===== src/rtl/tcam_match_encoder.sv =====
// tcam_match_encoder
// Captures a TCAM match vector on load and offers the address of every set
// bit, lowest first, over a valid/ready handshake. It also reports whether
// anything matched and how many entries matched. A one-cycle done pulse
// marks the end of each scan.

module tcam_match_encoder #(
  parameter int address_size = 4
) (
  input  logic                          clock,
  input  logic                          reset,
  input  logic [(1 << address_size)-1:0] match_in,
  input  logic                          load,
  output logic [address_size-1:0]       out_address,
  output logic                          out_valid,
  input  logic                          out_ready,
  output logic                          busy,
  output logic                          done,
  output logic                          hit,
  output logic [address_size:0]         match_count
);

  localparam int ENTRIES = 1 << address_size;

  typedef enum logic [1:0] {
    IDLE = 2'd0,
    RUN  = 2'd1,
    DONE = 2'd2
  } state_t;

  state_t                    r_state;
  state_t                    w_state_next;
  logic [ENTRIES-1:0]        r_pending;
  logic [address_size:0]     r_match_count;
  logic                      r_hit;

  logic [ENTRIES-1:0]        w_low_bit;
  logic [address_size-1:0]   w_address;
  logic [address_size:0]     w_popcount;
  logic                      w_valid;
  logic                      w_transfer;
  logic                      w_accept_load;
  logic                      w_last;

  // Isolate the lowest set bit of the pending vector (two's-complement trick).
  assign w_low_bit = r_pending & (~r_pending + ENTRIES'(1));

  // Priority-encode the lowest set bit of pending; an empty vector yields 0.
  always_comb begin
    w_address = '0;
    for (int i = ENTRIES - 1; i >= 0; i--) begin
      if (r_pending[i]) begin
        w_address = address_size'(i);
      end
    end
  end

  // Population count of the incoming vector, one bit wider than the address
  // so that an all-ones vector counts to ENTRIES without wrapping.
  always_comb begin
    w_popcount = '0;
    for (int i = 0; i < ENTRIES; i++) begin
      w_popcount = w_popcount + {{address_size{1'b0}}, match_in[i]};
    end
  end

  assign w_valid       = (r_state == RUN) && (r_pending != '0);
  assign w_transfer    = w_valid && out_ready;
  assign w_accept_load = (r_state == IDLE) && load;
  assign w_last        = ((r_pending & ~w_low_bit) == '0);

  // State register with asynchronous reset.
  always_ff @(posedge clock or posedge reset) begin
    if (reset) begin
      r_state <= IDLE;
    end else begin
      r_state <= w_state_next;
    end
  end

  // Next-state decision: loads are honoured only in IDLE, DONE lasts one cycle.
  always_comb begin
    w_state_next = r_state;
    case (r_state)
      IDLE: begin
        if (load) begin
          w_state_next = (match_in != '0) ? RUN : DONE;
        end
      end
      RUN: begin
        if (w_transfer && w_last) begin
          w_state_next = DONE;
        end
      end
      DONE: begin
        w_state_next = IDLE;
      end
      default: begin
        w_state_next = IDLE;
      end
    endcase
  end

  // Capture the vector and its statistics on an accepted load, and retire one
  // pending bit per completed handshake.
  always_ff @(posedge clock or posedge reset) begin
    if (reset) begin
      r_pending     <= '0;
      r_match_count <= '0;
      r_hit         <= 1'b0;
    end else if (w_accept_load) begin
      r_pending     <= match_in;
      r_match_count <= w_popcount;
      r_hit         <= |match_in;
    end else if (w_transfer) begin
      r_pending     <= r_pending & ~w_low_bit;
    end
  end

  assign out_address = w_address;
  assign out_valid   = w_valid;
  assign busy        = (r_state != IDLE);
  assign done        = (r_state == DONE);
  assign hit         = r_hit;
  assign match_count = r_match_count;

endmodule


===== config.mk =====
export PLATFORM = sky130hd
export DESIGN_NAME = tcam_match_encoder
export DESIGN_NICKNAME = d
export VERILOG_FILES = /design/src/rtl/tcam_match_encoder.sv
export SDC_FILE = /design/constraint.sdc
export NUM_CORES = 1
export LEC_CHECK = 0
export CAP_MARGIN = 10
export CORE_ASPECT_RATIO = 1.5
export CORE_MARGIN = 1.5
export CORE_UTILIZATION = 45
export CTS_CLUSTER_SIZE = 16
export DETAILED_ROUTE_END_ITERATION = 12
export PLACE_DENSITY_LB_ADDON = 0.15
export SLEW_MARGIN = 40
export SYNTH_ARGS = -nofsm -noshare
export SYNTH_HDL_FRONTEND = slang
export SYNTH_SLANG_ARGS = --single-unit

===== constraint.sdc =====
create_clock -name clock -period 1.9 [get_ports clock]
set_clock_uncertainty 0.05 [all_clocks]
set_input_delay 0.38 -clock clock [delete_from_list [all_inputs] [get_ports clock]]
set_output_delay 0.38 -clock clock [all_outputs]
set_load 0.01 [all_outputs]

Word level (Yosys, flattened, before mapping):

Cells that the tools add are included.
Widths: inputs -> output; s select.

* bits in registers: 24
* input bits: 20
* word-level logic and storage cells: 62

* add/sub/neg operators: 16
* equal/unequal tests: 4
* multiplexer cells: 22
* bitwise gates (word level): 4
* reductions and logical operators: 12

Operators with widths (count)
* $mux 4: 16
* $add 5x1->5: 11
* $and 16x16->16: 2
* $mux 16: 2
* $not 16->16: 2
* $reduce_bool 16->1: 2
* $add 16x1->16 const B: 1
* $logic_not 16->1: 1
* $reduce_or 16->1: 1
* $mux 2: 3
* $add 4x1->5: 1
* $add 3x1->4: 1
* $logic_and 1x1->1: 4
* $pmux 2 s2: 1
* $reduce_bool 2->1: 2
* $add 2x1->3: 1
* $add 1x1->2: 1
* $eq 2x1->1 const B: 1
* $eq 2x2->1 const B: 1
* $logic_not 2->1: 1
* $ne 2x1->1 const B: 1
* $ne 2x2->1 const B: 1
* $reduce_and 2->1: 1

Longest topological paths before layout:

* word-level depth: 16
* depth in mapped cells: 13
* mapped depth without buffers: 13

Worst setup path after synthesis:

OpenSTA, ideal clock, no wires.

* kind: input -> register
* start point: in match_in[0]
* end point: reg r_match_count[3] (netlist: match_count[3])
* arrival time: 3243 ps
* data required time: 1715 ps
* path slack: -1527 ps
* stages: 11
* path buffers: 0
* path through: inv_1 -> fa_1 -> fa_1 -> fa_1 -> fa_1 -> inv_1 -> ha_1 -> a21o_1 -> a21oi_1 -> xor2_1 -> o21ai_0

* cells in the longest elaborated chain, start to end: 15

RTL lines
* start: declaration: line 12 `input logic [(1 << address_size)-1:0] match_in,`
* $add 1x1->2: line 63 `w_popcount = w_popcount + {{address_size{1'b0}}, match_in[i]};`
* $add 2x1->3: line 63
* $add 3x1->4: line 63
* $add 4x1->5: line 63
* $add 5x1->5 (11 in series): line 63
* end signal: assignment: line 113 `r_match_count <= w_popcount;`
* end: declaration: line 34 `logic [address_size:0] r_match_count;`

Every way passes these cells.
A chain may end at the register's enable or synchronous reset.

Final worst setup path:

* start point: in match_in[5]
* end point: reg r_match_count[4] (netlist: match_count[4])

* cells in the longest elaborated chain, start to end: 11

RTL lines (line)
* $add 5x1->5 (11 in series): 63

Every way passes these cells.

==> impl_metrics.env <==
export IMPL_cpMostUsedCell="fa_1"
export IMPL_worst_hold_path_type="in2reg"
export IMPL_power_share_switching_pct=44.4
export IMPL_synth_async_reset_ratio_pct=100
export IMPL_met2RoutedLength_um=3800
export IMPL_largest_net_degree_at_the_start_of_global_routing=28
export IMPL_cp_start_kind="input port"
export IMPL_grt_pass1_vias=2148
export IMPL_die_area_um2=4510
export IMPL_grt_antenna_before_repair=0
export IMPL_clock_power_share_pct=5.6
export IMPL_drv_cap=0
export IMPL_switchingPower_mw=2.46
export IMPL_met1Wirelength_um=2570
export IMPL_cts_root_buf="clkbuf_8"
export IMPL_synth_yosys_seq_area_share_pct=32.5
export IMPL_finalWeightedCongestion=0.813
export IMPL_floorplan_initialDensity_pct=46.7
export IMPL_post_route_drc_count=0
export IMPL_timing_max_transition_violations_final=0
export IMPL_fill_cells=230
export IMPL_antenna_left=0
export IMPL_violations="negative setup slack"
export IMPL_share_comb_of_total_power_pct=77.0
export IMPL_status="finished, violations left"
export IMPL_cts_buffers=3
export IMPL_path_clk_slew_ns=0.09
export IMPL_vias_per_cell=5.62
export IMPL_later_pin_clock_latency_in_the_skew_report_ns=0.27
export IMPL_detail_route_first_pass_iterations=4
export IMPL_num_rows=28
export IMPL_irDropWorstVdd_uv=1380
export IMPL_finalHoldViolations=0
export IMPL_synthesized_flop_and_latch_total=24
export IMPL_netlist_area_um2=1850
export IMPL_postCtsHoldBufs=0
export IMPL_min_delay_path_depth=3
export IMPL_timing_setup_critical_path_class="in2reg"
export IMPL_worst_pin_slew_ns=0.564
export IMPL_crit_required_ns=2.05
export IMPL_dpl_worst_slack_ns=-2.16
export IMPL_global_route_overflow_total=0
export IMPL_detailedPlacementHpwl_um=4170
export IMPL_crit_path_cell_trace="buf_8 -> inv_4 -> fa_1 -> fa_1 -> fa_2 -> fa_1 -> inv_2 -> ha_4 -> inv_2 -> fa_2 -> nor2b_2 -> o21ai_1 -> o21ai_1"
export IMPL_max_slew_margin_pct=61.4
export IMPL_arr_time_crit_path_ns=3.38
export IMPL_synth_avg_cell_area_um2=8.53
export IMPL_crit_path_max_incr_delay_ns=0.56
export IMPL_rsz_0062_raised_after_global_routing="true"
export IMPL_post_route_worst_setup_slack_ns=-1.33
export IMPL_setup_viol=23
export IMPL_layout_area_overhead_vs_synth_pct=73.5
export IMPL_critPathMaxFanout=2
export IMPL_syn_inst=217
export IMPL_routed_wirelength_um=6860
export IMPL_fin_hold_ws_ns=0.379
export IMPL_first_iter_violations=118
export IMPL_routed_wl_met3_um=222
export IMPL_grtUsageTotal_pct=27.9
export IMPL_dr_max_layer_used="met4"
export IMPL_cpMaxStageDelayCell="fa_1"
export IMPL_synth_main_ff_cell="dfrtp_1"
export IMPL_tritoncts="built"
export IMPL_die_height_um=81.5
export IMPL_synth_lib_cells_used_distinct=47
export IMPL_htreeDepth=1
export IMPL_core_area_um2=3960
export IMPL_num_vias=2103
export IMPL_power_per_cell_area_nw_per_um2=1730
export IMPL_die_width_um=55.4
export IMPL_grt_first_pass_wirelength_um=9840
export IMPL_power_static_leakage_nw=1.47
export IMPL_place_port_buffers=32
export IMPL_routedWlPerCell_um=18.3
export IMPL_min_period_over_period_pct=170
export IMPL_cell_internal_pwr_mw=3.09
export IMPL_r2r_worst_path_cells=8
export IMPL_fin_crit_ns=3.23
export IMPL_io_pins=33
export IMPL_cp_end_kind="flip-flop"
export IMPL_yosys_warnings=0
export IMPL_antenna_cells=0
export IMPL_synthesized_nets=253
export IMPL_clock_path_buffers=2
export IMPL_power_share_sequential_pct=17.4
export IMPL_synth_edff_count=0
export IMPL_drive_above_1_share_pct=50.8
export IMPL_finalSetupTns_ns=-8.67
export IMPL_tritoncts_num_sinks=24
export IMPL_finalNetCount=367
export IMPL_fmaxAchievable_mhz=310
[kinds of logic after synthesis]
family / share of synthesized area (%)
simple gates: 23.3
flops: 32.5
fa+ha+maj: 16.0
buf+inv: 8.99
mux: 0.541
compound gates: 17.7
xor+xnor: 0.947
[stage by stage]
step	instance area [µm²]	power, mW	util [%]	cells
after floorplan	1880	2.55	-	217
after CTS	2990	4.96	75.6	368
final	3210	5.55	81.1	374
after global routing	3210	5.88	81.1	374
after detailed placement	2710	4.06	68.5	350
after global placement	2710	3.99	68.5	350
[layer usage]
layer	vias to the layer above	global-route usage [%]
met5	-	0
met4	0	10.5
met1	1045	29.9
met2	69	55.1
li1	965	-
met3	24	3.62
[worst paths after layout]
kind                             endpoint            from  slack [ns]
setup / recovery           match_count[4]     match_in[5]       -1.33
hold / removal              r_pending[13]    match_in[13]        0.38
hold reg to reg            match_count[0]  match_count[0]        0.43
min in group asynchronous             hit           reset        0.41
max in group asynchronous   r_pending[11]           reset        1.11
setup reg to reg               r_state[0]    r_pending[3]       -0.25
[synth_stat cells (2+ instances only)]
cell type   n  area [µm²]
o21ai_0    16        80.1
nor3_1      5        25.0
ha_1        6        75.1
a22o_1      2        17.5
and2_1      2        12.5
nand2_1    19        71.3
nor2_1     27         101
nand4_1     5        31.3
buf_4       2        15.0
o31a_1      2        17.5
o31ai_1     2        15.0
clkbuf_1    4        15.0
a21oi_1    12        60.1
nand3_1     6        30.0
nor2b_1     4        25.0
fa_1       10         200
xor2_1      2        17.5
dfrtp_1    24         601
nor4_1      4        25.0
a211oi_1    4        30.0
nor4_4      3        63.8
inv_1      31         116
[placed cells by master, fill, tap and decap left out, types with 6 or more instances in the layout]
| master | n |
|---|---|
| buf_4 | 71 |
| o21ai_1 | 12 |
| nor2_1 | 21 |
| dfrtp_1 | 20 |
| fa_1 | 8 |
| clkdlybuf4s50_1 | 18 |
| inv_1 | 20 |
| buf_6 | 18 |
| inv_2 | 7 |
| nand2_1 | 15 |
| a21oi_2 | 7 |
| nor4_4 | 6 |
[final cells by class]
type | instances | area (µm²) | area share (%)
Clock buffer | 3 | 41.3 | 1.29
Inverter | 31 | 136 | 4.25
Multi-Input combinational cell | 153 | 1340 | 41.7
Sequential cell | 24 | 606 | 18.9
Tap cell | 45 | 56.3 | 1.75
Timing Repair Buffer | 118 | 1030 | 32.1
[critical path, delay by kind of cell]
kind | cells | cell delay, ns
fa+ha+maj | 6 | 2.45
buf+inv | 4 | 0.22
compound gates | 2 | 0.20
simple gates | 1 | 0.13
[state kept, by name (all words and copies together), names as in the netlist]
name	cells
hit	1
r_pending	16
match_count	5
r_state	2
[power by group through the flow]
stage | clock network (mW) | logic [mW] | registers, mW
after floorplan | 0 | 1.58 | 0.964
after detailed placement | 0 | 3.10 | 0.951
final | 0.312 | 4.27 | 0.966
after global routing | 0.332 | 4.57 | 0.978
after CTS | 0.307 | 3.71 | 0.949
after global placement | 0 | 3.05 | 0.937
[what timing repair did]
item | in CTS | in global routing
endpoints found under the setup margin | 23 | 29
setup buffers | 17 | 8
pin swaps | 40 | 29
gates resized for setup | 109 | 49
Note: power is estimated with default switching activity, not from simulation.
==> RTL change (same settings) <==
Set the parameter `address_size` to 5 (it was 4).
--- a/src/rtl/tcam_match_encoder.sv
+++ b/src/rtl/tcam_match_encoder.sv
@@ -7,3 +7,3 @@
 module tcam_match_encoder #(
-  parameter int address_size = 4
+  parameter int address_size = 5
 ) (
Interface: changed (resized match_count, match_in and out_address); port bits go from 33 to 51. The function was not compared with the original's and may differ.
==> RTL change against the unedited design <==
The run still ends with setup timing left; register-to-register slack worse by 0.44 ns; sequential cell count is 17 higher; largest power group unchanged; highest routed layer unchanged; sequential share of layout area is 1.9 points lower; synthesized cell count is 79% higher; hold slack worse by 0.068 ns; area after synthesis is 84% higher; wire length is 130% higher; total power is 140% higher; worst setup slack worse by 1.3 ns; design area is 91% higher; count of clock-buffer cells in the layout is 2 higher; cell count is 89% higher; sequential power is 70% higher.
==> RTL change: results (changes against the unedited design) <==
* M1 GR Usage at 0.347 (was 0.299)
* Final net count at 675 (was 367)
* Pre-CTS setup slack at -3.34 ns (was -2.16 ns)
* Setup TNS Final at -33.48 ns (was -8.67 ns)
* Reg-to-reg slack, setup at -0.69 ns (was -0.25 ns)
* Largest net degree at the start of global routing at 42 (was 28)
* Vias at 4237 (was 2103)
* Commonest cells post-synth: inv_1, dfrtp_1, nand2_1, o21ai_0, nor2_1 (was inv_1, nor2_1, dfrtp_1, nand2_1, o21ai_0)
* Max reg flops at 32 (was 16)
* Pwr Total at 13500 uW (was 5550 uW)
* Arrival time worst endpoint at 4.78 ns (was 3.38 ns)
* Seq/Total Area, Yosys at 0.302 (was 0.325)
* Setup crit start: match_in[21] (was match_in[5])
* Diode count at 0 (unchanged)
* Hold Startpoint: match_in[0] (was match_in[13])
* FF-to-FF Start: r_pending[10] (was r_pending[3])
* DRT Wirelength at 15.7 mm (was 6.86 mm)
* Post-synthesis cell type count at 52 (was 47)
* DR WL met2 at 8.03 mm (was 3.80 mm)
* Routing usage on met3 at 0.0596 (was 0.0362)
* Crit path max-delay cell type: fa_1 (unchanged)
* Complex-gate fraction of the synthesized area at 0.221 (was 0.177)
* Ratio of cells with drive above 1 in the final layout at 0.544 (was 0.508)
* Worst hold slack at 0.310 ns (was 0.379 ns)
* Number of global-route vias before repair at 4289 (was 2148)
* Placed cell count at 640 (was 350)
* CP peak stage delay at 0.54 ns (was 0.56 ns)
* Post_cts resized at 172 (was 109)
* Status: finished, violations left (unchanged)
* Synth Area in Adders at 0.177 (was 0.160)
* Num CTS Buffers at 5 (was 3)
* H-tree depth at 2 (was 1)
* Setup violations, final at 47 (was 23)
* Async set-reset flop share out of synthesis at 1.00 (unchanged)
* R2R depth at 11 (was 8)
* Post-Synth XOR/XNOR Area at 0.00774 (was 0.00947)
* Final worst slack at -2.68 ns (was -1.33 ns)
* Clk Latency, worst-skew pair at 0.33 ns (was 0.27 ns)
* # port buffers at 50 (was 32)
* Ranking of synthesized cells by area: dfrtp_1, fa_1, o21ai_0 (was dfrtp_1, fa_1, inv_1)
* Routability Congestion at 0.930 (was 0.813)
* Net count after synthesis at 457 (was 253)
* DR vias/cell at 5.98 (was 5.62)
* WL met3 at 1.09 mm (was 222 um)
* Met1 wire length at 5.01 mm (was 2.57 mm)
* Comb pwr share at 0.822 (was 0.770)
* Pint at 7180 uW (was 3090 uW)
* Slew HR at 0.564 (was 0.614)
* Static leakage at 0.00283 uW (was 0.00147 uW)
* Placement Cell Area at 5010 um2 (was 2710 um2)
* Failing checks: setup timing (unchanged)
RTL change: changes by cell type after synthesis, moves of 6 or more:
cell / unedited run / this run
clkbuf_1: 4 / 21
dfrtp_1: 24 / 41
fa_1: 10 / 24
inv_1: 31 / 43
nand2_1: 19 / 39
o211ai_1: 0 / 9
o21ai_0: 16 / 39
o311ai_0: 1 / 7
RTL change: critical path, delay by kind of cell:
kind	cells	cell delay (ns)
adders and majority gates	8	3.49
buffers and inverters	7	0.43
AOI/OAI and AO/OA	3	0.30
xor gates and xnor gates	1	0.15
RTL change: area by class of cell:
cell class	count	area (um2)	area share
multi-input cells	278	2650	0.433
repair buffers	238	2030	0.332
flip-flops and latches	41	1040	0.169
inverters	43	161	0.0264
well taps	100	125	0.0204
clock buffers	5	68.8	0.0112
clock inverters	3	46.3	0.00756
